<file path="src/rtl/phase_decoder_pkg.sv">
// -----------------------------------------------------------------------------
// phase_decoder_pkg
// Shared types and helpers for the phase decoder.
//   state_t        : decoder state (HUNT, LOCKING, LOCKED)
//   sample_class_t : classification of a registered phase sample
//   idx_width()    : width of a phase index for an N-phase vector (min 1)
// -----------------------------------------------------------------------------
package phase_decoder_pkg;

  typedef enum logic [1:0] {
    HUNT    = 2'd0,
    LOCKING = 2'd1,
    LOCKED  = 2'd2
  } state_t;

  typedef enum logic [1:0] {
    INVALID = 2'd0,
    HOLD    = 2'd1,
    ADVANCE = 2'd2,
    SKIP    = 2'd3
  } sample_class_t;

  function automatic int idx_width(input int n);
    return (n <= 2) ? 1 : $clog2(n);
  endfunction

endpackage

</file>
<file path="src/rtl/phase_decoder_onehot_index.sv">
// -----------------------------------------------------------------------------
// onehot_index
// Combinational one-hot decoder.
//   vector : NUM_PHASES-bit candidate one-hot vector
//   legal  : exactly one bit of vector is set
//   idx    : position of the set bit (meaningful only when legal)
// -----------------------------------------------------------------------------
module onehot_index
  import phase_decoder_pkg::*;
#(
  parameter int NUM_PHASES = 3,
  parameter int IDX_W      = idx_width(NUM_PHASES)
) (
  input  logic [NUM_PHASES-1:0] vector,
  output logic                  legal,
  output logic [IDX_W-1:0]      idx
);

  always_comb begin
    legal = ($countones(vector) == 1);
    idx   = '0;
    for (int i = 0; i < NUM_PHASES; i++) begin
      if (vector[i]) idx = IDX_W'(i);
    end
  end

endmodule

</file>
<file path="src/rtl/phase_decoder.sv">
// -----------------------------------------------------------------------------
// phase_decoder
// Decodes the rotating one-hot phase vector of the multi-phase clock divider
// into a phase index, verifies legal one-hot, rotation order (bit k -> k-1,
// bit 0 wraps to NUM_PHASES-1) and bounded dwell, locks after LOCK_COUNT good
// advances and re-hunts after any error.
//   clkIn      : sampling clock, all state on rising edge
//   reset      : asynchronous active-high reset
//   phaseIn    : one-hot phase vector from the divider
//   phaseIdx   : index of the last legal, non-error sample
//   locked     : high while LOCKED
//   cycleStart : one-cycle pulse on a locked advance into index 0
//   phaseErr   : one-cycle pulse on a violation while LOCKED
// Optional (macro PHASE_DECODER_ERR_COUNT_EN):
//   errClr     : clears errCount (wins over a coincident error)
//   errCount   : saturating 8-bit count of phaseErr pulses
// -----------------------------------------------------------------------------
module phase_decoder
  import phase_decoder_pkg::*;
#(
  parameter int NUM_PHASES = 3,
  parameter int LOCK_COUNT = 4,
  parameter int TIMEOUT    = 4
) (
  input  logic                                clkIn,
  input  logic                                reset,
  input  logic [NUM_PHASES-1:0]               phaseIn,
  output logic [idx_width(NUM_PHASES)-1:0]    phaseIdx,
  output logic                                locked,
  output logic                                cycleStart,
  output logic                                phaseErr
`ifdef PHASE_DECODER_ERR_COUNT_EN
  ,
  input  logic                                errClr,
  output logic [7:0]                          errCount
`endif
);

  localparam int IDX_W   = idx_width(NUM_PHASES);
  localparam int GOOD_W  = $clog2(LOCK_COUNT + 1);
  localparam int DWELL_W = $clog2(TIMEOUT + 1);

  logic [NUM_PHASES-1:0] phase_q;
  state_t                state_q, state_d;
  logic [IDX_W-1:0]      lastIdx_q, lastIdx_d;
  logic [GOOD_W-1:0]     goodCnt_q, goodCnt_d;
  logic [DWELL_W-1:0]    dwell_q, dwell_d;
  logic                  cycleStart_q, cycleStart_d;
  logic                  phaseErr_q, phaseErr_d;

  logic                  sampleLegal;
  logic [IDX_W-1:0]      sampleIdx;
  logic [IDX_W-1:0]      advIdx;
  logic [GOOD_W-1:0]     goodInc;
  sample_class_t         cls;
  logic                  timeout;
  logic                  isErr;

  onehot_index #(
    .NUM_PHASES (NUM_PHASES),
    .IDX_W      (IDX_W)
  ) u_onehot_index (
    .vector (phase_q),
    .legal  (sampleLegal),
    .idx    (sampleIdx)
  );

  // The expected next index is one below the stored one, wrapping at zero.
  assign advIdx  = (lastIdx_q == '0) ? IDX_W'(NUM_PHASES - 1) : lastIdx_q - IDX_W'(1);
  assign goodInc = goodCnt_q + GOOD_W'(1);

  always_comb begin
    cls = SKIP;
    if (!sampleLegal)                cls = INVALID;
    else if (sampleIdx == lastIdx_q) cls = HOLD;
    else if (sampleIdx == advIdx)    cls = ADVANCE;
  end

  // A hold is only a timeout when it would push the dwell past TIMEOUT.
  assign timeout = (cls == HOLD) && (dwell_q == DWELL_W'(TIMEOUT));
  assign isErr   = (cls == INVALID) || (cls == SKIP) || timeout;

  always_comb begin
    state_d      = state_q;
    lastIdx_d    = lastIdx_q;
    goodCnt_d    = goodCnt_q;
    dwell_d      = dwell_q;
    cycleStart_d = 1'b0;
    phaseErr_d   = 1'b0;
    case (state_q)
      HUNT: begin
        // Any legal sample is accepted as the starting point; invalid ones are ignored.
        if (sampleLegal) begin
          lastIdx_d = sampleIdx;
          goodCnt_d = '0;
          dwell_d   = DWELL_W'(1);
          state_d   = LOCKING;
        end
      end
      LOCKING: begin
        if (isErr) begin
          state_d   = HUNT;
          goodCnt_d = '0;
          dwell_d   = '0;
        end else if (cls == ADVANCE) begin
          lastIdx_d = sampleIdx;
          dwell_d   = DWELL_W'(1);
          goodCnt_d = goodInc;
          if (goodInc == GOOD_W'(LOCK_COUNT)) state_d = LOCKED;
        end else begin
          dwell_d = dwell_q + DWELL_W'(1);
        end
      end
      LOCKED: begin
        if (isErr) begin
          phaseErr_d = 1'b1;
          state_d    = HUNT;
          goodCnt_d  = '0;
          dwell_d    = '0;
        end else if (cls == ADVANCE) begin
          lastIdx_d    = sampleIdx;
          dwell_d      = DWELL_W'(1);
          cycleStart_d = (sampleIdx == '0);
        end else begin
          dwell_d = dwell_q + DWELL_W'(1);
        end
      end
      default: state_d = HUNT;
    endcase
  end

  always_ff @(posedge clkIn or posedge reset) begin
    if (reset) begin
      phase_q      <= '0;
      state_q      <= HUNT;
      lastIdx_q    <= '0;
      goodCnt_q    <= '0;
      dwell_q      <= '0;
      cycleStart_q <= 1'b0;
      phaseErr_q   <= 1'b0;
    end else begin
      phase_q      <= phaseIn;
      state_q      <= state_d;
      lastIdx_q    <= lastIdx_d;
      goodCnt_q    <= goodCnt_d;
      dwell_q      <= dwell_d;
      cycleStart_q <= cycleStart_d;
      phaseErr_q   <= phaseErr_d;
    end
  end

  assign phaseIdx   = lastIdx_q;
  assign locked     = (state_q == LOCKED);
  assign cycleStart = cycleStart_q;
  assign phaseErr   = phaseErr_q;

`ifdef PHASE_DECODER_ERR_COUNT_EN
  logic [7:0] errCount_q, errCount_d;

  // Counts on the same edge that raises phaseErr; a clear always wins.
  always_comb begin
    errCount_d = errCount_q;
    if (errClr)                                  errCount_d = '0;
    else if (phaseErr_d && errCount_q != 8'hFF)  errCount_d = errCount_q + 8'd1;
  end

  always_ff @(posedge clkIn or posedge reset) begin
    if (reset) errCount_q <= '0;
    else       errCount_q <= errCount_d;
  end

  assign errCount = errCount_q;
`endif

endmodule

</file>
<file path="config.mk">
export PLATFORM = sky130hd
export DESIGN_NAME = phase_decoder
export DESIGN_NICKNAME = d
export VERILOG_FILES = /design/src/rtl/phase_decoder_pkg.sv /design/src/rtl/phase_decoder_onehot_index.sv /design/src/rtl/phase_decoder.sv
export SDC_FILE = /design/constraint.sdc
export NUM_CORES = 1
export LEC_CHECK = 0
export ABC_AREA = 0
export CORE_ASPECT_RATIO = 0.75
export CORE_MARGIN = 3
export CORE_UTILIZATION = 39
export CTS_CLUSTER_SIZE = 12
export DETAILED_ROUTE_END_ITERATION = 12
export DONT_BUFFER_PORTS = 1
export SLEW_MARGIN = 20
export SYNTH_ARGS = -nofsm -noshare
export SYNTH_HDL_FRONTEND = slang
export SYNTH_HIERARCHICAL = 1
export SYNTH_SLANG_ARGS = --single-unit
</file>
<file path="constraint.sdc">
create_clock -name clkIn -period 3.1 [get_ports clkIn]
set_clock_uncertainty 0.15 [all_clocks]
set_input_delay 0.465 -clock clkIn [delete_from_list [all_inputs] [get_ports clkIn]]
set_output_delay 0.465 -clock clkIn [all_outputs]
set_load 0.005 [all_outputs]
</file>
# Word level (Yosys, flattened, before mapping)
# Index checks and enable logic that the tools add are counted.
[word_totals]
ff_bits = 15
inputBits = 5
output_inout_bits = 5
word_cells = 72
[classes]
addsub = 5
eq_ne = 16
mux = 30
reduce_logical = 14
[ops]
columns = ["cell", "n"]
rows = [
  ["adder 32 x 1 -> 32 bit", 1],
  ["equality test 32 x 2 -> 1 bit (second input constant)", 1],
  ["two-way mux 2 bit", 12],
  ["two-way mux 3 bit", 7],
  ["AND reduction 4 bit", 3],
  ["case mux 3 bit (3 select lines)", 1],
  ["logical NOT 2 bit", 4],
  ["two-way mux 1 bit", 7],
  ["adder 3 x 1 -> 3 bit (second input constant)", 2],
  ["equality test 2 bit (second input constant)", 3],
  ["equality test 3 bit (second input constant)", 2],
  ["!= test 3 bit (second input constant)", 2],
  ["case mux 2 bit (3 select lines)", 1],
  ["case mux 3 bit (2 select lines)", 1],
  ["equality test 2 x 1 -> 1 bit (second input constant)", 2],
  ["equality test 2 bit", 2],
  ["!= test 2 x 1 -> 1 bit (second input constant)", 2],
  ["!= test 2 bit (second input constant)", 2],
  ["case mux 2 bit (2 select lines)", 1],
  ["nonzero test 3 bit", 1],
  ["adder 1 x 1 -> 2 bit", 1],
  ["logical OR 1 bit", 2],
  ["AND reduction 2 bit", 1],
  ["nonzero test 2 bit", 1],
  ["other kinds (3)", 3],
]

# Logic depth before layout (Yosys ltp)
[depth]
depth_word = 11
depth_mapped = 9
mapped_depth_nobuf = 9

# Cells and area by module
# Netlist, hierarchy kept.
[modules_own_cells]
columns = ["module", "instances", "cells_per_inst", "area_each_um2"]
rows = [
  ["phase_decoder", 1, 90, 908.4],
  ["onehot_index", 1, 4, 55.1],
]

# Least setup slack after synthesis
# Ideal clock, no wire load.
[synth_timing]
kind = "register to register"
start = "register phase_q[2]"
end = "register lastIdx_q[0] (netlist: phaseIdx[0])"
setup_ps = 128
arrival_ps = 2189
setup_slack_ps = 634
path_stages_with_launch = 10
path_buffers = 0
cell_sequence = "dfrtp_1 -> nor2b_4 -> xor2_1 -> nor2_1 -> o31ai_1 -> ha_1 -> inv_1 -> o311ai_2 -> a21oi_2 -> mux2_1"
[synth_rtl]
columns = ["item", "line", "source"]
rows = [
  ["start, declared", "phase_decoder.sv:43", "logic [NUM_PHASES-1:0] phase_q;"],
  ["start signal, assigned", "phase_decoder.sv:142", "phase_q <= phaseIn;"],
  ["two-way mux 2 bit *", "phase_decoder_onehot_index.sv:23", "if (vector[i]) idx = IDX_W'(i);"],
  ["two-way mux 2 bit", "phase_decoder.sv:105, phase_decoder.sv:120", ""],
  ["two-way mux 2 bit", "phase_decoder.sv:115", "if (isErr) begin"],
  ["case mux 2 bit (2 select lines) *", "phase_decoder.sv:90", "case (state_q)"],
  ["net lastIdx_d[0]", "phase_decoder.sv:45", "logic [IDX_W-1:0] lastIdx_q, lastIdx_d;"],
  ["end signal, assigned", "phase_decoder.sv:144", "lastIdx_q <= lastIdx_d;"],
  ["end, declared", "phase_decoder.sv:45", ""],
]
# The timed path passes the listed nets; every way through them passes the cells marked *. The select of a mux whose other input is x is not followed.
# A chain may end at the register's enable or synchronous reset.

# Worst setup path in the final report
# Same ends and word-level chain as after synthesis.

==> results.json <==
{
  "setup_viol": 0,
  "hold_slack_ns": 0.0449,
  "clock-root-buffer": "clkbuf_4",
  "cp-end-kind": "flop",
  "clkLatencyLatePin_ns": 0.29,
  "syn_nets": 110,
  "drive_gt1_frac": 0.0928,
  "wl_per_cell_um": 13.2,
  "first_pass_iters": 4,
  "hold_end": "phase_q[0]",
  "ios": 10,
  "dr.first_iter.drc_count": 26,
  "critical_path_required_ns": 3.12,
  "r2r-start": "phase_q[2]",
  "cts_sinks": 15,
  "power.total_uw": 742,
  "drv_slew": 0,
  "via_per_inst": 5.19,
  "synth_cell_types": 34,
  "tightest_slew_ns": 0.589,
  "numPortBuffers": 0,
  "grt_pass1_wl_um": 3050,
  "met2WireLength_um": 697,
  "r2r_slack_ns": 0.25,
  "gp_congestion": 0.771,
  "grt_pass1_vias": 657,
  "synth.top_cell.area_share": 0.390,
  "syn_to_final_growth_pct": 6.88,
  "core-area_mm2": 0.00217,
  "routed-via-count": 669,
  "synth-seq-cells": 15,
  "fin_nets": 114,
  "overflow": 0,
  "holdCritStartpoint": "phaseIn[0]",
  "die-height_um": 49.0,
  "wl_met1_um": 902,
  "tritoncts": "done",
  "die-area_mm2": 0.00311,
  "hpwl_um": 1320,
  "grtUsageTotal": 0.123,
  "dp.cells": 124,
  "synth_cells": 94,
  "clk_path_buf_depth": 2,
  "setup_tns_ns": 0,
  "grt_start_max_net_pins": 16,
  "finalHoldViolations": 0,
  "num_rows": 14,
  "fmax_ghz": 0.351,
  "drv_cap": 0,
  "min_period_ns": 2.85,
  "peakVddDrop_uv": 404,
  "postCtsSetupBuffers": 0,
  "grt_antenna_before_repair": 0,
  "antenna_left": 0,
  "clk_pin_slew_ns": 0.09,
  "arrival_ns": 2.87,
  "leakagePower_uw": 0.000471,
  "fp.dieW_um": 63.4,
  "critical_path.startpoint_type": "flop",
  "yosysTopAreaCell": "dfrtp_1",
  "r2r_cells": 9,
  "crit_fanout": 6,
  "synth-seq-area-share": 0.390,
  "diodes": 0,
  "synth_area_um2": 963,
  "worstHoldPathCells": 0,
  "cts_made_buffers": 3,
  "synth.area.top_cells": "dfrtp_1 39%, ha_1 13%, inv_1 4.3%, xor2_1 3.6%, mux2_1 3.5%",
  "period_share": 0.919,
  "multi_input_area_um2": 536,
  "ys.warnings.count": 6,
  "critical_path_class": "reg -> reg",
  "worstReg2RegEnd": "phaseIdx[0]",
  "final_util": 0.474,
  "status": "complete, no violations",
  "rsz0062_at_grt": "false",
  "relSlewSlack": 0.607,
  "p_per_area_mw_per_mm2": 721,
  "routed_wirelength_um": 1710,
  "hold_class": "in -> reg",
  "nFillCells": 221,
  "top_layer": "met4",
  "synth_area_per_cell_um2": 10.2,
  "wl_met3_um": 91,
  "drc": 0,
  "ff_latch_area_um2": 375,
  "h-tree-depth": 1,
  "start_util": 0.444,
  "fin_cells": 129
}
[stage by stage]
stage | area [µm²] | setup WS, ns
5_1_grt | 1030 | 0.0983
3_5_place_dp | 992 | 0.287
4_1_cts | 1030 | 0.272
2_1_floorplan | 963 | 0.634
6_report | 1030 | 0.252
3_3_place_gp | 992 | 0.414
[area by class of cell]
type                            count  share of cell area
Tap cell                           32              0.0389
Multi-Input combinational cell     66               0.520
Clock inverter                      1             0.00486
Clock buffer                        3              0.0219
Inverter                           11              0.0401
Timing Repair Buffer                1             0.00972
Sequential cell                    15               0.365
[cells in the final DEF, fill, tap and decap left out, types with 2 or more instances in the layout]
| cell | Yosys | routed |
|---|---|---|
| o22ai_1 | 3 | 3 |
| a21o_1 | 2 | 2 |
| nor2b_1 | 5 | 5 |
| inv_1 | 11 | 11 |
| clkbuf_4 | 0 | 3 |
| o31ai_1 | 2 | 2 |
| dfrtp_1 | 15 | 15 |
| ha_1 | 10 | 10 |
| nor2b_4 | 2 | 2 |
| o21ai_1 | 2 | 2 |
| mux2_1 | 3 | 3 |
| nand2_1 | 4 | 4 |
| a31oi_1 | 2 | 2 |
| o21ai_0 | 2 | 2 |
| xor2_1 | 4 | 4 |
| nor2_1 | 7 | 7 |
| a21oi_1 | 2 | 2 |
[cells in the mapped netlist]
| cell | number |
|---|---|
| inv_1 | 11 |
| nand2_1 | 4 |
| nor2_1 | 7 |
| o21ai_1 | 2 |
| nand3b_1 | 1 |
| ha_1 | 10 |
| and2_1 | 1 |
| o31ai_1 | 2 |
| o41ai_1 | 1 |
| nor2b_4 | 2 |
| o32ai_1 | 1 |
| a21oi_1 | 2 |
| o31a_2 | 1 |
| a32oi_1 | 1 |
| a31oi_1 | 2 |
| nand4_1 | 1 |
| nor4b_1 | 1 |
| a32o_1 | 1 |
| buf_4 | 1 |
| a21o_1 | 2 |
| o21ai_0 | 2 |
| o22ai_1 | 3 |
| a21oi_2 | 1 |
| dfrtp_1 | 15 |
| nor2b_1 | 5 |
| xor2_1 | 4 |
| mux2_1 | 3 |
| clkbuf_1 | 1 |
| mux2i_1 | 1 |
| fa_1 | 1 |
| or2_1 | 1 |
| xnor2_1 | 1 |
| o311ai_2 | 1 |
| nand3_1 | 1 |
[cell families after synthesis]
| family | Yosys count | synth area share |
|---|---|---|
| buffers and inverters | 13 | 0.0545 |
| AOI/OAI and AO/OA | 22 | 0.169 |
| adders and majority gates | 11 | 0.151 |
| xor gates and xnor gates | 5 | 0.0455 |
| DFF | 15 | 0.390 |
| muxes | 4 | 0.0455 |
| and+or+nand+nor | 24 | 0.145 |
[sequential cells by signal, summed over array words and instances (netlist names)]
register and cells:
dwell_q 3, goodCnt_q 3, phase_q 3, phaseIdx 2, state_q 2, cycleStart 1, phaseErr 1
[worst max path at each step]
stage          startpoint     endpoint  slack [ns]  cells after the start
4_1_cts        phase_q[2]  phaseIdx[0]        0.27                      9
2_1_floorplan  phase_q[2]  phaseIdx[0]        0.63                      9
5_1_grt        phase_q[2]  phaseIdx[0]         0.1                      9
6_report       phase_q[2]  phaseIdx[0]        0.25                      9
3_3_place_gp   phase_q[2]  phaseIdx[0]        0.41                      9
3_5_place_dp   phase_q[2]  phaseIdx[1]        0.29                      9
[what timing repair did]
item,in CTS,in global routing
gates resized for setup,0,0
hold endpoints to repair,15,0
hold buffers,1,0
[worst max-delay path, stage by stage, from the launching register on]
cell and delay, ns:
dfrtp_1 0.50, nor2b_4 0.20, xor2_1 0.40, nor2_1 0.10, o31ai_1 0.29, ha_1 0.27, inv_1 0.13, o311ai_2 0.14
a21oi_2 0.22, mux2_1 0.33
[layer usage]
layer | global-route usage | vias up
li1 | - | 337
met1 | 0.183 | 315
met2 | 0.173 | 15
met3 | 0.0415 | 2
met4 | 0.0215 | 0
met5 | 0 | -
[power breakdown]
part	internal [µW]	total (µW)	switching [µW]
clock	47.9	113	65.2
sequential	234	272	38.2
combinational	146	357	211
Note: power is estimated with default switching activity, not from simulation.
